## src/rtl/cnn_ctrl_regfile_if.sv

```systemverilog
// Host memory-mapped port of the CNN control register file.
// Byte enables select write lanes; an all-zero we means read.
interface cnnip_mem_if #(
  parameter int ADDR_W = 4
);
  logic              en;
  logic [3:0]        we;
  logic [ADDR_W+1:0] addr;
  logic [31:0]       din;
  logic [31:0]       dout;
  logic              valid;

  modport master (
    output en, we, addr, din,
    input  dout, valid
  );

  modport slave (
    input  en, we, addr, din,
    output dout, valid
  );
endinterface

```

## src/rtl/cnn_ctrl_regfile.sv

```systemverilog
// CNN accelerator control/status register file with command FSM,
// W1C status flags, busy-cycle counter and byte-enabled config bank.
module cnn_ctrl_regfile #(
  parameter int NUM_CFG = 8,
  parameter int ADDR_W  = 4
) (
  input  logic                  clk_a,
  input  logic                  arstz_aq,
  cnnip_mem_if.slave            mem_if,
  input  logic                  CMD_DONE,
  input  logic                  CMD_DONE_VALID,
  output logic                  CMD_START,
  output logic                  CMD_BUSY,
  output logic                  IRQ,
  output logic [NUM_CFG*32-1:0] CFG_REGS
);

  typedef enum logic {IDLE, BUSY} state_t;

  localparam logic [ADDR_W-1:0] A_CTRL = ADDR_W'(0);
  localparam logic [ADDR_W-1:0] A_STAT = ADDR_W'(1);
  localparam logic [ADDR_W-1:0] A_CNT  = ADDR_W'(2);

  state_t state_q, state_d;

  logic [NUM_CFG-1:0][31:0] cfg;
  logic [31:0]       cnt;
  logic [31:0]       rdata;
  logic [ADDR_W-1:0] idx;
  logic irq_en, done, err, start_ign;
  logic wr, rd, ctrl_wr, stat_w1c;
  logic start_req, start_ok, start_rej, done_evt;
  logic unused_addr;

  assign idx         = mem_if.addr[ADDR_W+1:2];
  assign unused_addr = ^mem_if.addr[1:0];
  assign wr          = mem_if.en & (|mem_if.we);
  assign rd          = mem_if.en & ~(|mem_if.we);
  assign ctrl_wr     = wr & mem_if.we[0] & (idx == A_CTRL);
  assign stat_w1c    = wr & mem_if.we[0] & (idx == A_STAT);
  assign start_req   = ctrl_wr & mem_if.din[0];

  always_ff @(posedge clk_a or negedge arstz_aq) begin
    if (!arstz_aq) state_q <= IDLE;
    else           state_q <= state_d;
  end

  // Completion has priority: a start seen while BUSY is always rejected.
  always_comb begin
    state_d   = state_q;
    start_ok  = 1'b0;
    start_rej = 1'b0;
    done_evt  = 1'b0;
    case (state_q)
      IDLE: begin
        if (start_req) begin
          start_ok = 1'b1;
          state_d  = BUSY;
        end
      end
      BUSY: begin
        start_rej = start_req;
        if (CMD_DONE_VALID) begin
          done_evt = 1'b1;
          state_d  = IDLE;
        end
      end
      default: state_d = IDLE;
    endcase
  end

  // Hardware sets are written last so they win over a same-edge W1C.
  always_ff @(posedge clk_a or negedge arstz_aq) begin
    if (!arstz_aq) begin
      irq_en    <= 1'b0;
      done      <= 1'b0;
      err       <= 1'b0;
      start_ign <= 1'b0;
      cnt       <= '0;
      CMD_START <= 1'b0;
    end else begin
      CMD_START <= start_ok;
      if (ctrl_wr) irq_en <= mem_if.din[1];
      if (start_ok) begin
        done <= 1'b0;
        err  <= 1'b0;
      end else begin
        if (stat_w1c && mem_if.din[1]) done <= 1'b0;
        if (stat_w1c && mem_if.din[2]) err  <= 1'b0;
        if (done_evt) begin
          if (CMD_DONE) done <= 1'b1;
          else          err  <= 1'b1;
        end
      end
      if (stat_w1c && mem_if.din[3]) start_ign <= 1'b0;
      if (start_rej) start_ign <= 1'b1;
      if (start_ok) cnt <= '0;
      else if (state_q == BUSY && cnt != '1) cnt <= cnt + 32'd1;
    end
  end

  always_ff @(posedge clk_a or negedge arstz_aq) begin
    if (!arstz_aq) begin
      cfg <= '0;
    end else begin
      for (int i = 0; i < NUM_CFG; i++) begin
        if (wr && idx == ADDR_W'(i + 4)) begin
          for (int b = 0; b < 4; b++) begin
            if (mem_if.we[b]) cfg[i][8*b +: 8] <= mem_if.din[8*b +: 8];
          end
        end
      end
    end
  end

  always_comb begin
    rdata = '0;
    case (idx)
      A_CTRL:  rdata = {30'b0, irq_en, 1'b0};
      A_STAT:  rdata = {28'b0, start_ign, err, done, state_q == BUSY};
      A_CNT:   rdata = cnt;
      default: begin
        for (int i = 0; i < NUM_CFG; i++) begin
          if (idx == ADDR_W'(i + 4)) rdata = cfg[i];
        end
      end
    endcase
  end

  always_ff @(posedge clk_a or negedge arstz_aq) begin
    if (!arstz_aq) begin
      mem_if.dout  <= '0;
      mem_if.valid <= 1'b0;
    end else begin
      mem_if.valid <= rd;
      if (rd) mem_if.dout <= rdata;
    end
  end

  assign CMD_BUSY = (state_q == BUSY);
  assign IRQ      = irq_en & (done | err);
  assign CFG_REGS = cfg;

endmodule

```

## src/flat_wrapper.sv

```systemverilog
// flat-port wrapper written by rule: the top's interface ports become plain ports
module cnn_ctrl_regfile_flat 
#(
  parameter int NUM_CFG = 8,
  parameter int ADDR_W  = 4
)
  (clk_a, arstz_aq, CMD_DONE, CMD_DONE_VALID, CMD_START, CMD_BUSY, IRQ, CFG_REGS, mem_if_en, mem_if_we, mem_if_addr, mem_if_din, mem_if_dout, mem_if_valid);
  cnnip_mem_if #(.ADDR_W(ADDR_W)) mem_if_i ();
  input  logic clk_a;
  input  logic arstz_aq;
  input  logic CMD_DONE;
  input  logic CMD_DONE_VALID;
  output logic CMD_START;
  output logic CMD_BUSY;
  output logic IRQ;
  output logic [NUM_CFG*32-1:0] CFG_REGS;
  input wire logic [$bits(mem_if_i.en)-1:0] mem_if_en;
  input wire logic [$bits(mem_if_i.we)-1:0] mem_if_we;
  input wire logic [$bits(mem_if_i.addr)-1:0] mem_if_addr;
  input wire logic [$bits(mem_if_i.din)-1:0] mem_if_din;
  output wire logic [$bits(mem_if_i.dout)-1:0] mem_if_dout;
  output wire logic [$bits(mem_if_i.valid)-1:0] mem_if_valid;
  assign mem_if_i.en = mem_if_en;
  assign mem_if_i.we = mem_if_we;
  assign mem_if_i.addr = mem_if_addr;
  assign mem_if_i.din = mem_if_din;
  assign mem_if_dout = mem_if_i.dout;
  assign mem_if_valid = mem_if_i.valid;
  cnn_ctrl_regfile #(.NUM_CFG(NUM_CFG), .ADDR_W(ADDR_W)) u_core (.clk_a(clk_a), .arstz_aq(arstz_aq), .mem_if(mem_if_i), .CMD_DONE(CMD_DONE), .CMD_DONE_VALID(CMD_DONE_VALID), .CMD_START(CMD_START), .CMD_BUSY(CMD_BUSY), .IRQ(IRQ), .CFG_REGS(CFG_REGS));
endmodule
```

## config.mk

```make
export PLATFORM = sky130hd
export DESIGN_NAME = cnn_ctrl_regfile_flat
export DESIGN_NICKNAME = d
export VERILOG_FILES = /design/src/rtl/cnn_ctrl_regfile_if.sv /design/src/rtl/cnn_ctrl_regfile.sv /design/src/flat_wrapper.sv
export SDC_FILE = /design/constraint.sdc
export NUM_CORES = 1
export LEC_CHECK = 0
export ABC_AREA = 1
export BUFFER_PORTS_ARGS = -buffer_cell sky130_fd_sc_hd__buf_2
export CORE_MARGIN = 5
export CORE_UTILIZATION = 25
export DETAILED_ROUTE_END_ITERATION = 12
export PLACE_DENSITY = 0.49
export RECOVER_POWER = 25
export SLEW_MARGIN = 25
export SYNTH_ARGS = -nofsm -noshare
export SYNTH_HDL_FRONTEND = slang
export SYNTH_SLANG_ARGS = --single-unit
```

## constraint.sdc

```tcl
create_clock -name clk_a -period 4.5 [get_ports clk_a]
set_clock_uncertainty 0.1 [all_clocks]
set_input_delay 1.35 -clock clk_a [delete_from_list [all_inputs] [get_ports clk_a]]
set_output_delay 1.35 -clock clk_a [all_outputs]
set_load 0.01 [all_outputs]
```

# Word-level counts from Yosys, hierarchy flattened
# Cells that the tools add are included.
[totals] register_bits=327 input_bits=47 output_inout_bits=292 wordCells=139
[op_classes] n_addsub=1 n_eq_ne=11 mux=28 bitwise_logic=10 n_reduce_logical=48
[op_table] operator="32-bit 2-to-1 mux" n=10
[op_table] operator="32-bit one-hot mux with 3 select lines" n=1
[op_table] operator="2-bit AND reduction" n=32
[op_table] operator="32-bit by 1-bit adder with 32-bit output, second input constant" n=1
[op_table] operator="32-bit inequality test, second input constant" n=1
[op_table] operator="4-bit by 3-bit == test with 1-bit output, second input constant" n=4
[op_table] operator="4-bit == test, second input constant" n=4
[op_table] operator="1-bit 2-to-1 mux" n=16
[op_table] operator="1-bit logical AND" n=12
[op_table] operator="1-bit bitwise AND" n=7
[op_table] operator="4-bit by 1-bit == test with 1-bit output, second input constant" n=1
[op_table] operator="4-bit by 2-bit == test with 1-bit output, second input constant" n=1
[op_table] operator="4-bit zero test" n=1
[op_table] operator="2-bit nonzero test" n=2
[op_table] operator="4-bit OR reduction" n=1
[op_table] operator="1-bit NOT" n=2
[op_table] operator="1-bit one-hot mux with 2 select lines" n=1
[op_table] operator="1-bit bitwise OR" n=1

# Logic depth before layout (Yosys ltp)
# Gate-level depths: netlist (run 1).
[depth] word_depth=10 depth_mapped=12 ltp_nobuf=11

# Least setup slack after synthesis (run 1)
# Ideal clock, no wire load.
[synth_path] kind="input to register" startpoint="input port mem_if_we[3]" endpoint="register u_core.cfg, in the netlist u_core.CFG_REGS[100]" setup_ps=125 t_arrival_ps=2601 slack_ps=1674 stages=8 n_path_buf=3 cell_sequence="buf_4 nor2_1 nand2_1 nand3_1 buf_4 nor2_1 buf_2 mux2_2"
[synth_via] elab_chain_cells=4
[synth_rtl] item="from (decl)" line="flat_wrapper.sv:18" source="input wire logic [$bits(mem_if_i.we)-1:0] mem_if_we;"
[synth_rtl] item="4-bit OR reduction" line="cnn_ctrl_regfile.sv:37" source="assign wr = mem_if.en & (|mem_if.we);"
[synth_rtl] item="1-bit bitwise AND" line="cnn_ctrl_regfile.sv:37"
[synth_rtl] item="1-bit logical AND" line="cnn_ctrl_regfile.sv:107" source="if (wr && idx == ADDR_W'(i + 4)) begin"
[synth_rtl] item="2-bit AND reduction (no source line)"
[synth_rtl] item="to (signal, indexed assignment)" line="cnn_ctrl_regfile.sv:109" source="if (mem_if.we[b]) cfg[i][8*b +: 8] <= mem_if.din[8*b +: 8];"
[synth_rtl] item="to (decl)" line="cnn_ctrl_regfile.sv:26" source="logic [NUM_CFG-1:0][31:0] cfg;"
# No other way between the ends.
# A chain may end at the register's enable or synchronous reset.

==> qor.yml, run 1 <==
cts_resized: 0
setup_viol: 0
cp.arrival_ns: 3.84
cts_setup_buffers: 0
p_leak_nw: 9.850
fmax_ghz: 0.2988
cap_viol_max_count: 1
synth_fp_nets: 1991
core_area_um2: 61940
cts_tree: "yes"
synthTopCellsByArea: "dfrtp_1 52%, nand2_1 13%, nand3_1 5.9%, o21ai_1 3.8%, inv_1 3.6%"
yosysMostFrequentCell: "nand2_1"
yosysTopAreaCellShare_pct: 52.18
startpoint: "arstz_aq"
root_buffer: "clkbuf_16"
cp.depth: 2
p_seq_share_pct: 44.2
dr.pass1.iters: 5
utilization_pct: 31.55
ir_worst_vdd_v: 0.0002596
rsz0062_at_grt: "false"
ios: 339
synth_top_area_cell: "dfrtp_1"
clkLatencyLatePin_ns: 0.57
fp.dieH_um: 260.5
antenna_found_initial: 6
num_rows: 91
status: "finished, violations left"
crit_buf_inv: 2
hp-class: "reg2reg"
io_buffers: 336
clkSinkCount: 327
p_comb_share_pct: 20.6
slowest_stage: "clkbuf_2"
cp.required_ns: 4.99
wl_mm: 64.71
hold_buffers: 0
nNetsFinal: 2313
cts-htree-levels: 2
dp_hpwl_mm: 47.20
wl_per_cell_um: 20.69
via_per_inst: 4.635
cp-end-kind: "async pin"
synth_edf_count: 0
p_int_mw: 6.004
ys_warn_count: 0
dieWidth_um: 260.5
path_common_cell: "clkbuf_2"
syn_area_um2: 15680
worst_pin_slew_ns: 2.302
area_delta_synth_final_pct: 24.60
synthCells: 1943
cts_buffers: 40
grt_usage_pct: 18.59
violations: "capacitance limit, slew limit"
vias: 14499
postRouteAntennaNets: 0
hold_viol: 0
power_density_nw_per_um2: 455.1
async_flop_share_pct: 100.0
synth-seq-cells: 327
clkPwrFrac_pct: 35.2
grt_pass1_vias: 14172
final_cell_count_no_fill: 3128
place_inst: 3060
hold_start: "u_core.mem_if.dout[0]"
crit_type: "in2async"
ys_seq_area_share_pct: 52.18
avgSynthCellArea_um2: 8.071
timing.rr.start: "u_core.cnt[0]"
final.setup.tns_ns: 0
clock_path_buffers: 3
slew_viol_final: 76
worstRegToRegCells: 10
power.switching_mw: 2.889
crit_path_start_kind: "primary input"
hold_depth: 2
ys.flop_type: "dfrtp_1"
drt_iter0_drc: 980
slew_headroom_pct: -53.47
die_area_um2: 67840
clk_pin_slew_ns: 0.05
cpPeakStageDelay_ns: 1.57
gp_congestion: 0.9076
grt_max_degree: 79
crit_fanout: 78
period_needed_ns: 3.346
cp_top_family: "buffers and inverters"
remaining_drc_errors: 0
ys_types: 31
layout-drive-gt1-share_pct: 23.10
p_sw_share_pct: 32.49
crit_chain: "clkbuf_2 > clkbuf_2"
overflow: 0
final.period_utilization_pct: 74.36
initial_core_util_pct: 25.32
synth_top_cells_by_count: "560 x nand2_1, 327 x dfrtp_1, 186 x nand3_1, 150 x inv_1, 138 x nor2_1"
grt_pass1_wl_mm: 95.22
-- area by class of cell --
class                   instances  area (µm²)
inverters                     161       604.3
fillers                      6669       42400
diodes                          1       2.502
clock inverters                13       151.4
flip-flops and latches        327        8183
clock buffers                  54        1095
repair buffers                370        1969
multi-input cells            1365        6487
well taps                     837        1047
-- cells in the final DEF, fill, tap and decap left out, drive strengths merged --
cell type / n
nand2: 575
buf: 367
dfrtp: 327
o21ai: 225
nand3: 186
inv: 161
nor2: 156
a21oi: 65
clkbuf: 57
or2: 46
nand4: 39
mux2: 30
xor2: 14
nor3: 11
clkinv: 11
nand3b: 9
xnor2: 5
bufinv: 2
diode: 1
o22ai: 1
o221ai: 1
nor3b: 1
ha: 1
-- through the flow --
stage	total power [mW]	hold WS [ns]	cell area [µm²]	setup slack, ns
after detailed placement	5.839	0.3616	18310	0.9358
after CTS	9.030	0.3767	19550	1.285
after floorplan	4.763	0.3485	15680	1.674
after global routing	9.369	0.3955	19540	0.6484
after global placement	5.802	0.3665	18310	0.9594
final	8.893	0.3764	19540	1.154
-- power groups by stage --
stage / clock network (mW) / registers (mW) / logic, mW
final: 3.13 / 3.93 / 1.83
after global routing: 3.33 / 4.00 / 2.04
after CTS: 3.23 / 3.93 / 1.87
after detailed placement: 0 / 3.98 / 1.86
after global placement: 0 / 3.97 / 1.83
after floorplan: 0 / 4.11 / 0.653
-- cells by family (layout without fill, tap and decap cells) --
logic type / count (synthesis) / in the layout / share of synthesized area (%)
AO/OA/AOI/OAI: 292 / 292 / 9.351
XOR/XNOR: 19 / 19 / 1.061
adder cells (fa/ha/maj): 1 / 1 / 0.07977
buffers and inverters: 251 / 598 / 6.678
flip-flops: 327 / 327 / 52.18
multiplexers: 30 / 30 / 2.154
other: 0 / 1 / 0
AND/OR/NAND/NOR: 1023 / 1023 / 28.50
-- per-layer routing --
layer	routed length (µm)	track usage (%)
met1	28570	24.82
met5	39	0
met2	29700	29.95
met3	4568	5.079
met4	1836	4.946
-- registers in the layout, summed over array words and instances, names as in the netlist --
register             flops
u_core.CFG_REGS        256
u_core.CMD_BUSY          1
u_core.CMD_START         1
u_core.cnt              32
u_core.done              1
u_core.err               1
u_core.irq_en            1
u_core.mem_if.dout      32
u_core.mem_if.valid      1
u_core.start_ign         1
-- worst paths after layout --
check / endpoint / slack [ns]
setup / recovery: u_core.CFG_REGS[38] / 1.15
hold / removal: u_core.mem_if.dout[0] / 0.38
setup reg to reg: u_core.cnt[28] / 1.34
hold reg to reg: u_core.mem_if.dout[0] / 0.38
max in group clk_a: u_core.cnt[28] / 1.34
min in group asynchronous: u_core.CFG_REGS[97] / 1.37
Power figures use the tool's default switching activity.
==> run 2, diff against run 1 <==
==> constraint.sdc (replaced) <==
create_clock -name clk_a -period 3.14 [get_ports clk_a]
set_clock_uncertainty 0.1 [all_clocks]
set_input_delay 0.942 -clock clk_a [delete_from_list [all_inputs] [get_ports clk_a]]
set_output_delay 0.942 -clock clk_a [all_outputs]
set_load 0.01 [all_outputs]
==> run 2 against run 1 <==
The flow still finishes with violations (capacitance limit, slew limit); via count grew 0.30%; routed wire length grew 0.70%; sequential cell count is the same; power grew 48%; final area grew 1.6%; critical path depth is the same; register-to-register slack lost 0.75 ns; worst setup slack lost 0.56 ns; utilization grew 0.51 points; worst hold slack gained 0.0049 ns; die area is the same; largest power group unchanged.
==> qor.yml, run 2 (synthesis gave the netlist of run 1 again) <==
routed-wl-met2_mm: 30.42  # +2.4%
crit_path_start_kind: "primary input"
initial_core_util_pct: 25.32  # unchanged
setup_ws_ns: 0.5916  # -0.5622 ns
cp.required_ns: 3.70  # -1.29 ns
grt_pass1_wl_mm: 96.51  # +1.4%
final.setup.tns_ns: 0  # unchanged
die_area_um2: 67840  # unchanged
slew_viol_final: 29  # -62%
dp_slack_ns: 0.3003  # -0.6355 ns
clkLatencyLatePin_ns: 0.56  # about the same
worst_pin_slew_ns: 2.108  # -0.1942 ns
slowest_stage: "clkbuf_1"
cts_buffers: 40  # unchanged
hold_buffers: 0  # unchanged
hold_depth: 2  # unchanged
gp_congestion: 0.8804  # -3.0%
setup_viol: 0  # unchanged
slew_headroom_pct: -40.52  # +13 points
rsz0062_at_grt: "false"
status: "finished, violations left"
final_cell_mix: "560 x nand2_1, 335 x buf_2, 327 x dfrtp_1"
cts_tree: "yes"
fmax_ghz: 0.3924
num_rows: 91  # unchanged
violations: "capacitance limit, slew limit"
grt_usage_pct: 18.75  # +0.15 points
cap_viol_max_count: 1  # unchanged
cp.depth: 2  # unchanged
final.period_utilization_pct: 81.16
postRouteAntennaNets: 0  # unchanged
dp_hpwl_mm: 47.81  # +1.3%
largest_reg_flops: 256  # unchanged
cpPeakStageDelay_ns: 1.47  # -0.10 ns
crit_type: "in2async"
antenna_found_initial: 6  # unchanged
placed_area_um2: 18480  # +0.93%
timing.rr.start: "u_core.cnt[0]"
top_layer_used: "met5"
cts_setup_buffers: 0  # unchanged
hp-class: "reg2reg"
clock_path_buffers: 3  # unchanged
met1Wirelength_mm: 28.47  # -0.35%
fp.dieH_um: 260.5  # unchanged
crit_chain: "clkbuf_1 > buf_4"
cts_resized: 0  # unchanged
power_density_nw_per_um2: 663.1  # +46%
worstRegToRegCells: 10  # unchanged
dieWidth_um: 260.5  # unchanged
nNetsFinal: 2329  # +0.69%
overflow: 0  # unchanged
io_buffers: 336  # unchanged
drt_iter0_drc: 1116  # +14%
crit_fanout: 37  # -53%
crit_buf_inv: 2  # unchanged
holdWs_ns: 0.3812  # +0.004850 ns
wl_mm: 65.16  # +0.70%
cp_top_family: "buffers and inverters"
startpoint: "arstz_aq"
dr.pass1.iters: 7  # +2
layout_commonest_cell: "nand2_1"
root_buffer: "clkbuf_16"
cp-end-kind: "async pin"
vias: 14542  # +0.30%
area_delta_synth_final_pct: 26.59
grt_pass1_vias: 14499  # +2.3%
final_cell_area_um2: 19850  # +1.6%
cp.arrival_ns: 3.11  # -0.73 ns
hold_start: "u_core.mem_if.dout[3]"
hold_viol: 0  # unchanged
clk_pin_slew_ns: 0.05  # about the same
ios: 339  # unchanged
clkSinkCount: 327  # unchanged
utilization_pct: 32.05  # +0.51 points
via_per_inst: 4.614  # -0.47%
p_leak_nw: 10.01  # +1.6%
core_area_um2: 61940  # unchanged
layout-drive-gt1-share_pct: 23.92  # +0.82 points
timing.reg2reg.setup_slack_ns: 0.59  # -0.75 ns
ir_worst_vdd_v: 0.0004421  # +70%
wl_per_cell_um: 20.67  # about the same
wl_met3_mm: 4.717  # +3.3%
cts-htree-levels: 2  # unchanged
period_needed_ns: 2.548
grt_max_degree: 71  # -10%
remaining_drc_errors: 0  # unchanged
==> run 2: cell count changes in the layout (fill, tap and decap cells not counted), moves of 3 or more <==
cell,delta
clkbuf_8,+9
buf_4,+14
clkbuf_2,-3
buf_12,+4
==> run 2: path summary, 6_finish.rpt <==
check / to
hold / removal: u_core.mem_if.dout[3]
setup reg to reg: u_core.cnt[23]
max in group clk_a: u_core.cnt[23]
min in group asynchronous: u_core.CFG_REGS[130]
hold reg to reg: u_core.mem_if.dout[3]
setup / recovery: u_core.CFG_REGS[222]
==> run 2: routing by layer <==
metal	vias up	track usage (%)
li1	6979	-
met4	6	4.608
met5	-	0
met1	7013	24.93
met2	455	30.59
met3	89	4.992
==> run 2: report_power, final <==
part	total (mW)	switching [mW]	internal, mW	leakage (nW)
Sequential	5.64	0.659	4.98	4.20
Clock	4.89	1.90	2.99	0.687
Combinational	2.64	1.61	1.02	5.12
==> run 2: final cells by class <==
cell class                      instances  area (µm²)
Antenna cell                            3       7.507
Multi-Input combinational cell       1365        6487
Timing Repair Buffer                  386        2143
Sequential cell                       327        8183
Inverter                              161       604.3
Fill cell                            6695       42090
Tap cell                              837        1047
Clock inverter                         13       172.7
Clock buffer                           60        1207
==> run 2: stage by stage <==
stage / total power, mW / instances
2_1_floorplan: 6.826 / 1943
6_report: 13.16 / 3152
5_1_grt: 13.85 / 3149
4_1_cts: 13.35 / 3149
3_3_place_gp: 8.330 / 3076
3_5_place_dp: 8.388 / 3076
==> run 3, diff against run 2 <==
--- a/config.mk
+++ b/config.mk
@@ -10,7 +10,7 @@
 export CORE_MARGIN = 5
 export CORE_UTILIZATION = 25
 export DETAILED_ROUTE_END_ITERATION = 12
-export PLACE_DENSITY = 0.49
+export PLACE_DENSITY = 0.5
 export RECOVER_POWER = 25
 export SLEW_MARGIN = 25
 export SYNTH_ARGS = -nofsm -noshare
==> constraint.sdc (replaced) <==
create_clock -name clk_a -period 2.3 [get_ports clk_a]
set_clock_uncertainty 0.1 [all_clocks]
set_input_delay 0.69 -clock clk_a [delete_from_list [all_inputs] [get_ports clk_a]]
set_output_delay 0.69 -clock clk_a [all_outputs]
set_load 0.01 [all_outputs]
==> run 3 against run 2 <==
The flow now finishes without violations; sequential cell count did not move; utilization rose by 1.3 points; combinational power rose by 42%; critical path depth grew 7; first-iteration DRC count is 5.1% lower; global-route usage decreased by 0.078 points; sequential power is 36% higher; clock-buffer cell count fell by 3; register-to-register slack got worse by 0.48 ns; via count up 2.4%; final cell count rose by 2.6%; power grew 33%; critical path type is now reg2reg; largest cell class unchanged.
==> qor.yml, run 3 (synthesis gave the netlist of run 1 again) <==
status: "finished clean"
largest_reg_flops: 256  # unchanged
power_density_nw_per_um2: 844.7  # +27%
p_comb_share_pct: 21.5  # +1.5 points
clock_path_buffers: 3  # unchanged
worst_pin_slew_ns: 1.002  # -1.106 ns
fillCellCount: 6646  # -0.73%
grt_max_degree: 73  # +2.8%
dieWidth_um: 260.5  # unchanged
remaining_drc_errors: 0  # unchanged
hp-class: "in2reg"
layout_commonest_cell: "nand2_1"
grt_pass1_vias: 14519  # +0.14%
root_buffer: "clkbuf_16"
slew_viol_final: 0  # -100%
wl_mm: 64.98  # -0.29%
via_per_inst: 4.603  # -0.23%
wl_per_cell_um: 20.09  # -2.8%
setup_viol: 0  # unchanged
postRouteAntennaNets: 0  # unchanged
initial_core_util_pct: 25.32  # unchanged
cts_buffers: 39  # -2.5%
fmax_ghz: 0.4575
hold_buffers: 1  # +1
power.switching_mw: 5.703  # +37%
cp.arrival_ns: 2.51  # -0.60 ns
cp-end-kind: "register"
clkSinkCount: 327  # unchanged
grt_usage_pct: 18.67  # -0.078 points
ir_worst_vdd_v: 0.0004166  # -5.8%
rsz0062_at_grt: "false"
die_area_um2: 67840  # unchanged
hold_viol: 0  # unchanged
clkPwrFrac_pct: 34.4  # -2.7 points
p_leak_nw: 10.47  # +4.6%
dp_hpwl_mm: 49.22  # +2.9%
slew_headroom_pct: 33.18  # +74 points
num_rows: 91  # unchanged
cts_resized: 0  # unchanged
overflow: 0  # unchanged
final_cell_mix: "560 x nand2_1, 335 x buf_2, 327 x dfrtp_1"
nNetsFinal: 2418  # +3.8%
ios: 339  # unchanged
cts-htree-levels: 2  # unchanged
antenna_found_initial: 1  # -5
cts_setup_buffers: 0  # unchanged
placed_area_um2: 19470  # +5.4%
crit_fanout: 31  # -16%
crit_path_start_kind: "register"
place_inst: 3165  # +2.9%
grt_pass1_wl_mm: 96.18  # -0.34%
cap_viol_max_count: 0  # -1
final_cell_count_no_fill: 3235  # +2.6%
drt_iter0_drc: 1059  # -5.1%
area_delta_synth_final_pct: 31.71
clkLatencyLatePin_ns: 0.57  # about the same
dr.pass1.iters: 5  # -2
final.period_utilization_pct: 95.03
cts_tree: "yes"
period_needed_ns: 2.186
p_int_mw: 11.74  # +31%
fp.dieH_um: 260.5  # unchanged
cp.required_ns: 2.63  # -1.07 ns
vias: 14891  # +2.4%
final_cell_area_um2: 20650  # +4.0%
core_area_um2: 61940  # unchanged
io_buffers: 336  # unchanged
p_sw_share_pct: 32.69  # +0.96 points
crit_type: "reg2reg"
p_seq_share_pct: 44.0  # +1.2 points
layout-drive-gt1-share_pct: 26.48  # +2.6 points
gp_congestion: 0.9008  # +2.3%
clk_pin_slew_ns: 0.06  # about the same
antennaDiodeCount: 0  # -3
timing.reg2reg.setup_slack_ns: 0.11  # -0.48 ns
run 3: cell count changes in the layout (fill, tap and decap cells not counted), moves of 3 or more:
cell	previous run	this run
buf_4	43	100
buf_12	7	31
bufinv_16	4	0
clkbuf_2	0	4
clkinvlp_4	0	3
diode_2	3	0
run 3: per-layer routing:
layer | wire length, µm | track usage, % | vias up
met4 | 1552 | 4.608 | 0
met2 | 30370 | 30.49 | 476
met3 | 4791 | 4.779 | 80
met5 | 0 | 0 | -
met1 | 28260 | 24.91 | 7192
li1 | - | - | 7143
run 3: area by class of cell:
class | count | area (µm²) | area share (%)
Sequential cell | 327 | 8183 | 39.62
Clock inverter | 12 | 90.09 | 0.4362
Tap cell | 837 | 1047 | 5.070
Clock buffer | 57 | 1144 | 5.537
Multi-Input combinational cell | 1365 | 6482 | 31.38
Timing Repair Buffer | 476 | 3104 | 15.03
Inverter | 161 | 604.3 | 2.926
run 3: power groups by stage:
| stage | combinational (mW) | clock, mW | sequential, mW |
|---|---|---|---|
| floorplan | 1.28 | 0 | 8.04 |
| global placement | 3.77 | 0 | 7.75 |
| detailed placement | 3.82 | 0 | 7.78 |
| CTS | 3.84 | 6.18 | 7.69 |
| global route | 4.17 | 6.38 | 7.81 |
| finish | 3.76 | 6.01 | 7.68 |
run 3: critical path: stages, from the launching register on:
cell,delay [ns]
dfrtp_1,0.48
nand2_1,0.11
nor2_1,0.29
nand2_1,0.18
nor2_1,0.19
nand2_1,0.13
nand2_2,0.11
inv_2,0.23
nand3_1,0.16
nand2_1,0.06
run 3: path summary, 6_finish.rpt:
path | endpoint | cells after the start | from
max in group asynchronous | u_core.CFG_REGS[94] | 4 | arstz_aq
max reg2reg | u_core.cnt[22] | 9 | u_core.cnt[6]
max | u_core.cnt[22] | 9 | u_core.cnt[6]
min | u_core.CMD_BUSY | 2 | CMD_DONE_VALID
min reg2reg | u_core.mem_if.dout[1] | 2 | u_core.mem_if.dout[1]
min in group asynchronous | u_core.CFG_REGS[98] | 2 | arstz_aq
run 3: per-stage QoR:
step / power, mW / hold WS [ns] / setup TNS, ns / util [%] / setup slack [ns]
floorplan: 9.319 / 0.2944 / 0 / - / 0.1337
global placement: 11.51 / 0.3672 / -0.7977 / 31.43 / -0.03438
global route: 18.36 / 0.2121 / 0 / 33.35 / 0.009119
detailed placement: 11.60 / 0.3668 / -1.644 / 31.43 / -0.06043
finish: 17.45 / 0.2436 / 0 / 33.35 / 0.1143
CTS: 17.71 / 0.2042 / 0 / 33.44 / 0.1616
